File: src/rtl/pong_match_ctrl.sv
// pong_match_ctrl
//   Match-level sequencer for the Pong demo: attract, serve countdown, play,
//   miss pause and game over. Gates pong_game motion, requests ball serves,
//   keeps a 3-digit BCD score and the lives count for the overlay. All timing
//   is counted in frame_start pulses.
//
//   state | meaning
//   ------+----------------------------------------------
//   IDLE  | attract screen, blinking "PRESS START"
//   SERVE | countdown before the ball is launched
//   PLAY  | ball in motion, hits score, misses cost lives
//   MISS  | pause after a lost ball, then serve again
//   OVER  | no lives left, blinking "GAME OVER"
//
// Ports
//   clk          pixel clock
//   reset        asynchronous active-high reset
//   frame_start  1-cycle pulse per frame
//   btn_start    start button level (synchronised), rising edge used
//   hit_event    1-cycle pulse, ball bounced off paddle
//   miss_event   1-cycle pulse, ball passed paddle
//   game_run     1 only in PLAY
//   ball_serve   1-cycle pulse on the first PLAY cycle
//   score_bcd    {hundreds,tens,ones} BCD score
//   lives        remaining lives
//   game_over    1 only in OVER
//   blink        overlay blink phase
//   state        current state encoding
module pong_match_ctrl #(
   parameter int LIVES_INIT   = 3,
   parameter int SERVE_FRAMES = 60,
   parameter int MISS_FRAMES  = 90,
   parameter int BLINK_FRAMES = 30
) (
   input  logic        clk,
   input  logic        reset,
   input  logic        frame_start,
   input  logic        btn_start,
   input  logic        hit_event,
   input  logic        miss_event,
   output logic        game_run,
   output logic        ball_serve,
   output logic [11:0] score_bcd,
   output logic [1:0]  lives,
   output logic        game_over,
   output logic        blink,
   output logic [2:0]  state
);

   localparam logic [2:0] ST_IDLE  = 3'd0;
   localparam logic [2:0] ST_SERVE = 3'd1;
   localparam logic [2:0] ST_PLAY  = 3'd2;
   localparam logic [2:0] ST_MISS  = 3'd3;
   localparam logic [2:0] ST_OVER  = 3'd4;

   localparam logic [7:0] SERVE_LD  = 8'(SERVE_FRAMES);
   localparam logic [7:0] MISS_LD   = 8'(MISS_FRAMES);
   localparam logic [7:0] BLINK_TC  = 8'(BLINK_FRAMES - 1);
   localparam logic [1:0] LIVES_LD  = 2'(LIVES_INIT);
   localparam logic [11:0] SCORE_MAX = 12'h999;

   logic [2:0]  state_next;
   logic [7:0]  timer;
   logic [7:0]  blink_cnt;
   logic        btn_prev;
   logic        run_ok;
   logic        start_edge;
   logic        timer_done;
   logic        state_change;
   logic        in_attract;
   logic        game_run_d;
   logic        game_over_d;
   logic        ball_serve_d;

   function automatic logic [11:0] bcd_inc(input logic [11:0] v);
      logic [3:0] h, t, o;
      h = v[11:8];
      t = v[7:4];
      o = v[3:0];
      if (o < 4'd9) begin
         o = o + 4'd1;
      end else begin
         o = 4'd0;
         if (t < 4'd9) begin
            t = t + 4'd1;
         end else begin
            t = 4'd0;
            h = h + 4'd1;
         end
      end
      return {h, t, o};
   endfunction

   // run_ok masks the first cycle after reset so a button already held
   // through reset release is not mistaken for a press; btn_prev then
   // carries the held level and no edge is ever seen for it.
   assign start_edge   = btn_start & ~btn_prev & run_ok;
   assign timer_done   = frame_start && (timer == 8'd1);
   assign state_change = (state_next != state);
   assign in_attract   = (state == ST_IDLE) || (state == ST_OVER);

   always_ff @(posedge clk or posedge reset) begin
      if (reset) begin
         state      <= ST_IDLE;
         game_run   <= 1'b0;
         game_over  <= 1'b0;
         ball_serve <= 1'b0;
      end else begin
         state      <= state_next;
         game_run   <= game_run_d;
         game_over  <= game_over_d;
         ball_serve <= ball_serve_d;
      end
   end

   always_comb begin
      state_next = state;
      case (state)
         ST_IDLE, ST_OVER: if (start_edge) state_next = ST_SERVE;
         ST_SERVE:         if (timer_done) state_next = ST_PLAY;
         ST_PLAY:          if (miss_event) state_next = (lives == 2'd1) ? ST_OVER : ST_MISS;
         ST_MISS:          if (timer_done) state_next = ST_SERVE;
         default:          state_next = ST_IDLE;
      endcase
   end

   always_comb begin
      game_run_d   = (state_next == ST_PLAY);
      game_over_d  = (state_next == ST_OVER);
      ball_serve_d = (state == ST_SERVE) && (state_next == ST_PLAY);
   end

   always_ff @(posedge clk or posedge reset) begin
      if (reset) begin
         btn_prev <= 1'b0;
         run_ok   <= 1'b0;
      end else begin
         btn_prev <= btn_start;
         run_ok   <= 1'b1;
      end
   end

   // A state change always reloads the timer, so a coincident frame_start
   // is not counted against the new state.
   always_ff @(posedge clk or posedge reset) begin
      if (reset) begin
         timer <= 8'd0;
      end else if (state_change) begin
         if (state_next == ST_SERVE)
            timer <= SERVE_LD;
         else if (state_next == ST_MISS)
            timer <= MISS_LD;
      end else if (frame_start && ((state == ST_SERVE) || (state == ST_MISS))) begin
         timer <= timer - 8'd1;
      end
   end

   always_ff @(posedge clk or posedge reset) begin
      if (reset) begin
         score_bcd <= 12'h000;
         lives     <= 2'd0;
      end else if (in_attract && start_edge) begin
         score_bcd <= 12'h000;
         lives     <= LIVES_LD;
      end else if (state == ST_PLAY) begin
         if (miss_event)
            lives <= lives - 2'd1;
         else if (hit_event && (score_bcd != SCORE_MAX))
            score_bcd <= bcd_inc(score_bcd);
      end
   end

   always_ff @(posedge clk or posedge reset) begin
      if (reset) begin
         blink     <= 1'b1;
         blink_cnt <= 8'd0;
      end else if (state_change) begin
         blink     <= 1'b1;
         blink_cnt <= 8'd0;
      end else if (in_attract && frame_start) begin
         if (blink_cnt == BLINK_TC) begin
            blink     <= ~blink;
            blink_cnt <= 8'd0;
         end else begin
            blink_cnt <= blink_cnt + 8'd1;
         end
      end
   end

endmodule

File: config.mk
export PLATFORM = sky130hd
export DESIGN_NAME = pong_match_ctrl
export DESIGN_NICKNAME = d
export VERILOG_FILES = /design/src/rtl/pong_match_ctrl.sv
export SDC_FILE = /design/constraint.sdc
export NUM_CORES = 1
export LEC_CHECK = 0
export BUFFER_PORTS_ARGS = -buffer_cell sky130_fd_sc_hd__buf_2
export CORE_ASPECT_RATIO = 1.2
export CORE_MARGIN = 2
export CORE_UTILIZATION = 54
export CTS_BUF_LIST = sky130_fd_sc_hd__clkbuf_2 sky130_fd_sc_hd__clkbuf_4 sky130_fd_sc_hd__clkbuf_8
export CTS_CLUSTER_SIZE = 24
export DETAILED_ROUTE_END_ITERATION = 12
export HOLD_SLACK_MARGIN = 0.12
export PLACE_DENSITY = 0.78
export SLEW_MARGIN = 20
export SYNTH_ARGS = -nofsm -noshare
export SYNTH_HDL_FRONTEND = slang
export SYNTH_SLANG_ARGS = --single-unit
File: constraint.sdc
create_clock -name clk -period 1.8 [get_ports clk]
set_input_delay 0.09 -clock clk [delete_from_list [all_inputs] [get_ports clk]]
set_output_delay 0.09 -clock clk [all_outputs]
set_load 0.01 [all_outputs]
==> results.yml, run 1 <==
global_routing:
  overflow: 0
  met1_usage_pct: 26.5
  grt_pass1_vias: 1957
  grt_most_used_layer: "met2"
  grt_pass1_wl_um: 8520
  grt_usage_pct: 23.1
  antenna_found_initial: 0
  use_met2_pct: 43.5
  grt_max_degree: 40
  grtUsageMet3_pct: 4.78
job:
  maxCapViolations: 0
floorplanning:
  die_h_um: 75.0
  start_util_pct: 57.0
  coreArea_mm2: 0.00397
  row_count: 25
  io_pins: 27
  die-area_mm2: 0.00473
  die_x_um: 63.1
sta:
  fin_crit_sh_pct: 103
  period_needed_ns: 1.86
  rsz0062_at_grt: "yes"
  skew_ns: 0.00536
  fmax_mhz: 538
  finalMaxSlewViolations: 0
  worst_slack_ns: -0.0589
  finalSetupViolations: 4
  hold_viol: 0
worst_setup_path:
  cp-end-kind: "register"
  critical_path_class: "reg2reg"
  critPathMaxFanout: 8
  crit_path_start_kind: "register"
  arrival_ns: 2.07
  cp.required_ns: 2.01
  r2r_cells: 6
yosys:
  synth_ff_type: "dfrtp_1"
  syn_area_per_cell_um2: 9.72
  synth_nets: 252
  yosysSeqAreaShare_pct: 43.1
  synth_area_mm2: 0.00227
  synth-seq-cells: 39
  synth_area_leaders: "dfrtp_1 42%, ha_1 7.2%, a21oi_1 4.2%"
  synth_warnings: 0
  ys_async_sr_fraction_pct: 100
  netlist.area_leader.share_pct: 42.0
  synth_top_area_cell: "dfrtp_1"
  synth_cell_type_count: 56
  synthCells: 233
  synth_edf_count: 0
finish:
  instances_no_fill: 355
  final_common_cell: "buf_4"
  final_nets: 319
  drive_gt1_share_pct: 35.5
  antenna_cells: 0
  final_cell_mix: "37 x buf_4, 36 x dfrtp_1, 26 x buf_2"
  area_delta_synth_final_pct: 30.3
clock_tree:
  cts_buffers: 5
  h-tree-depth: 2
  cts_buffer_depth: 2
  clock-sinks: 39
  worst_skew_pair.late_latency_ns: 0.30
  cts_tree: "yes"
  path_clk_slew_ns: 0.08
  cts-root-buf: "clkbuf_8"
place:
  gp_congestion: 0.864
  dp.cells: 342
  io_buffer_count: 26
  dp_hpwl_um: 3730
route:
  ant_nets: 0
  drc_errors: 0
  drtPass1Iterations: 4
  routed_via_density: 5.61
  vias: 1992
  drt_iter0_markers: 132
  routedWlPerCell_um: 15.2
  drt_wl_total_um: 5400
outcome:
  violations: "setup timing"
  status: "complete, but fails checks"
worst_hold_path:
  hp-class: "in2reg"
  hold_path_depth: 3
pwr:
  p_leak_nw: 1.29
  power.density_mw_per_mm2: 1350
  ir_drop_uv: 741
  p_total_mw: 4.00
==> critical path, cell delays in order, from the launching register on <==
cell and delay [ns]:
dfrtp_1 0.39, or4_4 0.59, o21ai_4 0.19, o221ai_4 0.13
buf_6 0.16, o221a_2 0.12, o211ai_1 0.18
==> routing by layer <==
| layer | up-vias | share of wire [%] |
|---|---|---|
| li1 | 970 | - |
| met5 | - | 0 |
| met1 | 965 | 40 |
| met4 | 0 | 1.6 |
| met3 | 9 | 4.1 |
| met2 | 48 | 54 |
==> stage by stage <==
step	worst slack, ns	instance area [µm²]	util, %	hold WS [ns]	TNS [ns]
after global routing	-0.129	2950	74.3	0.177	-0.910
after CTS	-0.0214	2840	71.6	0.135	-0.0284
final	-0.0589	2950	74.3	0.153	-0.111
after floorplan	-0.0956	2290	-	0.121	-0.156
after detailed placement	-0.0186	2710	68.3	0.216	-0.0255
after global placement	0.0268	2710	68.3	0.216	0
==> final cells by class <==
cell class / count / area [µm²]
clock inverters: 3 / 20.0
inverters: 16 / 60.1
multi-input cells: 171 / 1300
clock buffers: 5 / 68.8
flip-flops and latches: 39 / 980
well taps: 54 / 67.6
fillers: 284 / 1020
repair buffers: 67 / 459
==> cell families after synthesis <==
logic type	Yosys count	synth area share (%)
AOI/OAI and AO/OA	53	16.6
xor gates and xnor gates	5	1.93
and+or+nand+nor	93	23.5
buffers and inverters	23	4.58
DFF	39	43.1
muxes	6	2.87
adders and majority gates	13	7.18
other	1	0.165
==> timing repair <==
action	CTS	global route
buffers inserted	0	3
hold buffers	2	0
hold endpoints to repair	39	0
setup endpoints to repair	6	27
gates resized for setup	4	21
pin swaps	0	9
==> sequential cells by signal, summed over array words and instances, names as in the netlist, 2 cells and up <==
| signal | cells |
|---|---|
| timer | 8 |
| score_bcd | 12 |
| blink_cnt | 8 |
| state | 3 |
| lives | 2 |
==> Yosys cell counts (2+ instances only) <==
cell / n
clkbuf_1: 2
xor2_1: 2
buf_4: 2
nor2_1: 21
dfrtp_1: 38
nor2b_1: 4
nand3_1: 13
nand2_1: 14
xnor2_1: 3
o21ai_0: 12
mux2i_1: 5
buf_2: 2
or3_1: 4
ha_1: 13
nand4b_1: 2
a31oi_1: 2
nor4_1: 5
a21oi_1: 19
nand4_1: 3
a211o_1: 2
nand4bb_1: 2
nor4b_1: 3
inv_1: 16
or3b_2: 2
nand2b_1: 6
nor3_1: 3
o211ai_1: 4
==> power breakdown <==
group / switching [mW] / internal, mW / total (mW)
Combinational: 1.13 / 1.01 / 2.14
Clock: 0.324 / 0.269 / 0.594
Sequential: 0.181 / 1.09 / 1.27
==> worst paths after layout <==
path / slack (ns) / endpoint / start
min in group asynchronous: 0.45 / btn_prev$_DFF_PP0_ / reset
max in group asynchronous: 0.98 / state[0]$_DFF_PP0_ / reset
hold / removal: 0.15 / game_over$_DFF_PP0_ / miss_event
setup reg to reg: -0.06 / timer[5]$_DFFE_PP0P_ / timer[2]$_DFFE_PP0P_
hold reg to reg: 0.54 / timer[4]$_DFFE_PP0P_ / timer[4]$_DFFE_PP0P_
setup / recovery: -0.06 / timer[5]$_DFFE_PP0P_ / timer[2]$_DFFE_PP0P_
Power figures use the tool's default switching activity.
==> run 2: changes to the inputs <==
MAX_ROUTING_LAYER = met4   (was not set)
RECOVER_POWER = 50   (was not set)
==> run 2 against run 1 <==
- the flow still finishes with violations (setup timing)
- fmax decreased by 0.58%
- cell area increased by 1.2%
- critical path depth stayed put
==> results.yml, run 2 (synthesis gave the netlist of run 1 again) <==
sta:
  worst-slew-pin-transition_ns: 0.987
  finalSetupViolations: 13
  whs_ns: 0.164
  rsz0062_at_grt: "yes"
  worst_slack_ns: -0.0698
  hold_viol: 0
  finalMaxSlewViolations: 0
  period_needed_ns: 1.87
  fmax_mhz: 535
  fin_crit_sh_pct: 104
  skew_ns: 0.00388
  timing.slew.headroom_pct: 34.2
finish:
  register_area_um2: 980
  final_cell_mix: "39 x buf_4, 36 x dfrtp_1, 21 x buf_2"
  fill_cells: 267
  final_common_cell: "buf_4"
  final_nets: 322
  largest_register_ffs: 12
  stdcell_area_mm2: 0.00299
  regMostFlops: "score_bcd"
  antenna_cells: 0
  area_delta_synth_final_pct: 31.9
  multi_input_area_mm2: 0.00129
  drive_gt1_share_pct: 33.9
  reg_top3: "score_bcd x12, blink_cnt x8, timer x8"
clock_tree:
  cts-root-buf: "clkbuf_8"
  cts_buffers: 5
  h-tree-depth: 2
  clock-sinks: 39
  cts_tree: "yes"
  worst_skew_pair.late_latency_ns: 0.30
  cts_buffer_depth: 2
  path_clk_slew_ns: 0.08
job:
  maxCapViolations: 0
route:
  ant_nets: 0
  drt_wl_total_um: 5810
  vias: 2064
  drc_errors: 0
  drt_iter0_markers: 159
  drtPass1Iterations: 4
  routed_via_density: 5.77
  routedWlPerCell_um: 16.2
floorplanning:
  coreArea_mm2: 0.00397
  row_count: 25
  io_pins: 27
  die_h_um: 75.0
  die-area_mm2: 0.00473
  start_util_pct: 57.0
  die_x_um: 63.1
worst_setup_path:
  crit_family: "simple AND/OR/NAND/NOR gates"
  r2r_cells: 6
  critPathBufInv: 1
  cp.required_ns: 1.99
  rr_endpoint: "timer[7]$_DFFE_PP0P_"
  critPathCapture: "timer[7]$_DFFE_PP0P_"
  path_depth: 6
  reg2reg_from: "timer[3]$_DFFE_PP0P_"
  critical_path_class: "reg2reg"
  arrival_ns: 2.06
  crit_start: "timer[3]$_DFFE_PP0P_"
  crit_slowest_cell: "or4_4"
  crit_path_start_kind: "register"
  critPathMaxFanout: 4
  r2r_slack_ns: -0.07
  cp-end-kind: "register"
  max_stage_delay_ns: 0.59
  crit_chain: "or4_4, o21ai_4, and2_2, buf_4, o211ai_1, o21a_1"
place:
  dp_hpwl_um: 3790
  gp_congestion: 0.885
  io_buffer_count: 26
  dp_slack_ns: -0.0631
  place_area_mm2: 0.00274
worst_hold_path:
  hold_path_depth: 3
  hp-class: "in2reg"
pwr:
  p_total_mw: 4.26
  ir_drop_uv: 925
  p_leak_nw: 1.31
  power.density_mw_per_mm2: 1430
global_routing:
  antenna_found_initial: 0
  grt_usage_pct: 25.5
  grt_pass1_wl_um: 9060
  overflow: 0
  grt_pass1_vias: 2024
  grt_max_degree: 40
outcome:
  violations: "setup timing"
  status: "complete, but fails checks"
-- run 2: metal layers --
metal | part of all wire (%) | up-vias | GRT usage, %
met5 | 0 | - | -
met4 | 1.7 | 0 | 11.9
met3 | 3.5 | 8 | 4.19
met2 | 55 | 56 | 45.5
met1 | 39 | 1024 | 28.3
li1 | - | 976 | -
-- run 2: worst min path at each step --
stage	start	endpoint	slack, ns
floorplan	btn_start	btn_prev$_DFF_PP0_	0.12
global placement	btn_start	btn_prev$_DFF_PP0_	0.22
detailed placement	btn_start	btn_prev$_DFF_PP0_	0.22
CTS	miss_event	state[2]$_DFF_PP0_	0.15
global route	miss_event	state[2]$_DFF_PP0_	0.17
finish	miss_event	state[2]$_DFF_PP0_	0.16
-- run 2: per-stage QoR --
| step | util (%) | instances | setup TNS, ns |
|---|---|---|---|
| detailed placement | 68.9 | 345 | -0.0964 |
| global placement | 68.9 | 345 | 0 |
| global route | 75.2 | 358 | -1.16 |
| floorplan | - | 233 | -0.156 |
| finish | 75.2 | 358 | -0.267 |
| CTS | 73.2 | 356 | -0.0686 |
-- run 2: what timing repair did --
item / 4_1_cts / 5_1_grt
resized for setup: 6 / 16
pin swaps: 1 / 9
endpoints found under the hold margin: 39 / 0
hold buffers: 2 / 0
endpoints found under the setup margin: 7 / 27
gates cloned: 0 / 0
setup buffers: 1 / 2
-- run 2: power by group --
group | switching [mW] | internal, mW
registers | 0.187 | 1.08
logic | 1.16 | 1.05
clock network | 0.327 | 0.449
total | 1.67 | 2.59
-- run 2: worst min-delay path, stage by stage --
cell	delay [ns]
buf_2	0.14
nand4b_1	0.12
a21oi_1	0.07
-- run 2: area by class of cell --
type	count	share of cell area [%]
clock buffer	6	2.76
clock inverter	2	1.17
inverter	16	2.01
multi-input combinational	171	43.2
sequential	39	32.8
tap	54	2.26
timing repair buffer	70	15.8
==> run 3: changes to the inputs <==
ABC_AREA = 1   (was not set)
CORE_UTILIZATION = 55   (was 54)
HOLD_SLACK_MARGIN = not set   (was 0.12)
SKIP_CTS_REPAIR_TIMING = 1   (was not set)
==> run 3 against run 2 <==
- the flow now finishes without violations
- core utilization is 5.3 points lower
- routed wire length is 7.6% lower
- synthesized cell count is 33% higher
- register-to-register slack better by 0.12 ns
- sequential share of layout area is 0.46 points lower
==> results.yml, run 3 <==
yosys:
  synth_nets: 330
  synthCells: 311
  synth_edf_count: 0
  synth_area_mm2: 0.00251
  synth_top_area_cell: "dfrtp_1"
  syn_area_per_cell_um2: 8.08
  netlist.area_leader.share_pct: 37.8
  yosysSeqAreaShare_pct: 38.9
  synth_warnings: 0
  synth_ff_type: "dfrtp_1"
  ys_async_sr_fraction_pct: 100
  synth_cell_type_count: 37
  synth_area_leaders: "dfrtp_1 38%, nand2_1 9.9%, inv_1 6.6%"
  synth-seq-cells: 39
  yosys.cell_count.top_type: "nand2_1"
  synth_common_cells: "66 x nand2_1, 44 x inv_1, 38 x dfrtp_1"
finish:
  drive_gt1_share_pct: 26.3
  area_delta_synth_final_pct: 20.5
  final_core_util_pct: 70.0
  stdcell_area_mm2: 0.00303
  final_common_cell: "nand2_1"
  reg_top3: "score_bcd x12, blink_cnt x8, timer x8"
  antenna_cells: 0
  final_nets: 378
  instances_no_fill: 414
  largest_register_ffs: 12
  final_cell_mix: "62 x nand2_1, 42 x inv_1, 37 x dfrtp_1"
  regMostFlops: "score_bcd"
floorplanning:
  io_pins: 27
  die-area_mm2: 0.00513
  die_h_um: 78.0
  die_x_um: 65.7
  row_count: 26
  start_util_pct: 58.1
  coreArea_mm2: 0.00433
pwr:
  power.density_mw_per_mm2: 1600
  p_leak_nw: 1.52
  p_total_mw: 4.83
  ir_drop_uv: 1040
route:
  vias: 2119
  drt_wl_total_um: 5360
  drc_errors: 0
  drt_iter0_markers: 141
  routedWlPerCell_um: 13.0
  ant_nets: 0
  drtPass1Iterations: 4
  routed_via_density: 5.12
global_routing:
  grt_pass1_wl_um: 8670
  met1_usage_pct: 26.9
  grt_pass1_vias: 2006
  antenna_found_initial: 0
  use_met2_pct: 37.0
  grtUsageMet3_pct: 4.01
  overflow: 0
  grt_most_used_layer: "met2"
  grt_max_degree: 40
  grt_usage_pct: 22.1
place:
  dp_hpwl_um: 3640
  dp_slack_ns: -0.0987
  dp.cells: 397
  place_area_mm2: 0.00273
  io_buffer_count: 26
  gp_congestion: 0.895
sta:
  period_needed_ns: 1.75
  fin_tns_setup_ns: 0
  hold_viol: 0
  worst-slew-pin-transition_ns: 0.971
  timing.slew.headroom_pct: 35.2
  fin_crit_sh_pct: 97.2
  finalSetupViolations: 0
  worst_slack_ns: 0.0508
  finalMaxSlewViolations: 0
  rsz0062_at_grt: "yes"
  fmax_mhz: 572
  whs_ns: 0.234
  skew_ns: 0.00348
worst_setup_path:
  arrival_ns: 1.93
  crit_path_start_kind: "register"
  cp.required_ns: 1.98
  cp-end-kind: "register"
  critPathMaxFanout: 8
  critical_path_class: "reg2reg"
  r2r_cells: 14
clock_tree:
  clock-sinks: 39
  cts_tree: "yes"
  path_clk_slew_ns: 0.07
  worst_skew_pair.late_latency_ns: 0.28
  cts-root-buf: "clkbuf_8"
  h-tree-depth: 2
  cts_buffer_depth: 2
  cts_buffers: 5
worst_hold_path:
  hp-class: "in2reg"
  hold_path_depth: 5
outcome:
  status: "finished, final reports clean"
job:
  maxCapViolations: 0
-- run 3: worst max-delay path, stage by stage (launching register included) --
cell and delay (ns):
dfrtp_1 0.41, inv_2 0.07, ha_1 0.16, nand2_2 0.07, nor2_4 0.12, nand2_4 0.09
nand2_4 0.11, nand2_4 0.07, nand2_4 0.08, nand2_8 0.09, buf_4 0.15, nand3_1 0.07
nand2_1 0.05, nand2_1 0.05, nand2_1 0.04
-- run 3: kinds of logic (layout without fill, tap and decap cells) --
kind of cell,count (synthesis),count (layout),share of synthesized area (%)
adder cells (fa/ha/maj),13,13,6.47
XOR/XNOR,15,15,5.23
other,1,1,0.149
flip-flops,39,39,38.9
buffers and inverters,54,99,9.36
AO/OA/AOI/OAI,35,35,8.47
AND/OR/NAND/NOR,154,156,31.4
-- run 3: area by class of cell --
type | instances | area (µm²)
multi-input cells | 220 | 1430
fillers | 327 | 1300
flip-flops and latches | 39 | 978
repair buffers | 41 | 254
inverters | 51 | 206
clock buffers | 6 | 76.3
well taps | 56 | 70.1
repair inverters | 1 | 8.76
-- run 3: metal layers --
metal | vias up | wire, µm
met2 | 35 | 2720
met5 | - | 0
met1 | 999 | 2450
li1 | 1081 | -
met3 | 4 | 142
met4 | 0 | 47
-- run 3: path summary, 6_finish.rpt --
check | from | end | slack [ns]
hold / removal | frame_start | ball_serve$_DFF_PP0_ | 0.23
setup reg to reg | timer[1]$_DFFE_PP0P_ | timer[1]$_DFFE_PP0P_ | 0.05
max in group asynchronous | reset | state[0]$_DFF_PP0_ | 0.50
setup / recovery | timer[1]$_DFFE_PP0P_ | timer[1]$_DFFE_PP0P_ | 0.05
hold reg to reg | blink$_DFFE_PP1P_ | blink$_DFFE_PP1P_ | 0.49
min in group asynchronous | reset | blink_cnt[5]$_DFFE_PP0P_ | 0.64
-- run 3: power by group --
part,internal (mW),switching (mW),leakage (nW)
Sequential,1.11,0.245,0.501
Clock,0.274,0.289,0.0406
Combinational,1.10,1.81,0.982
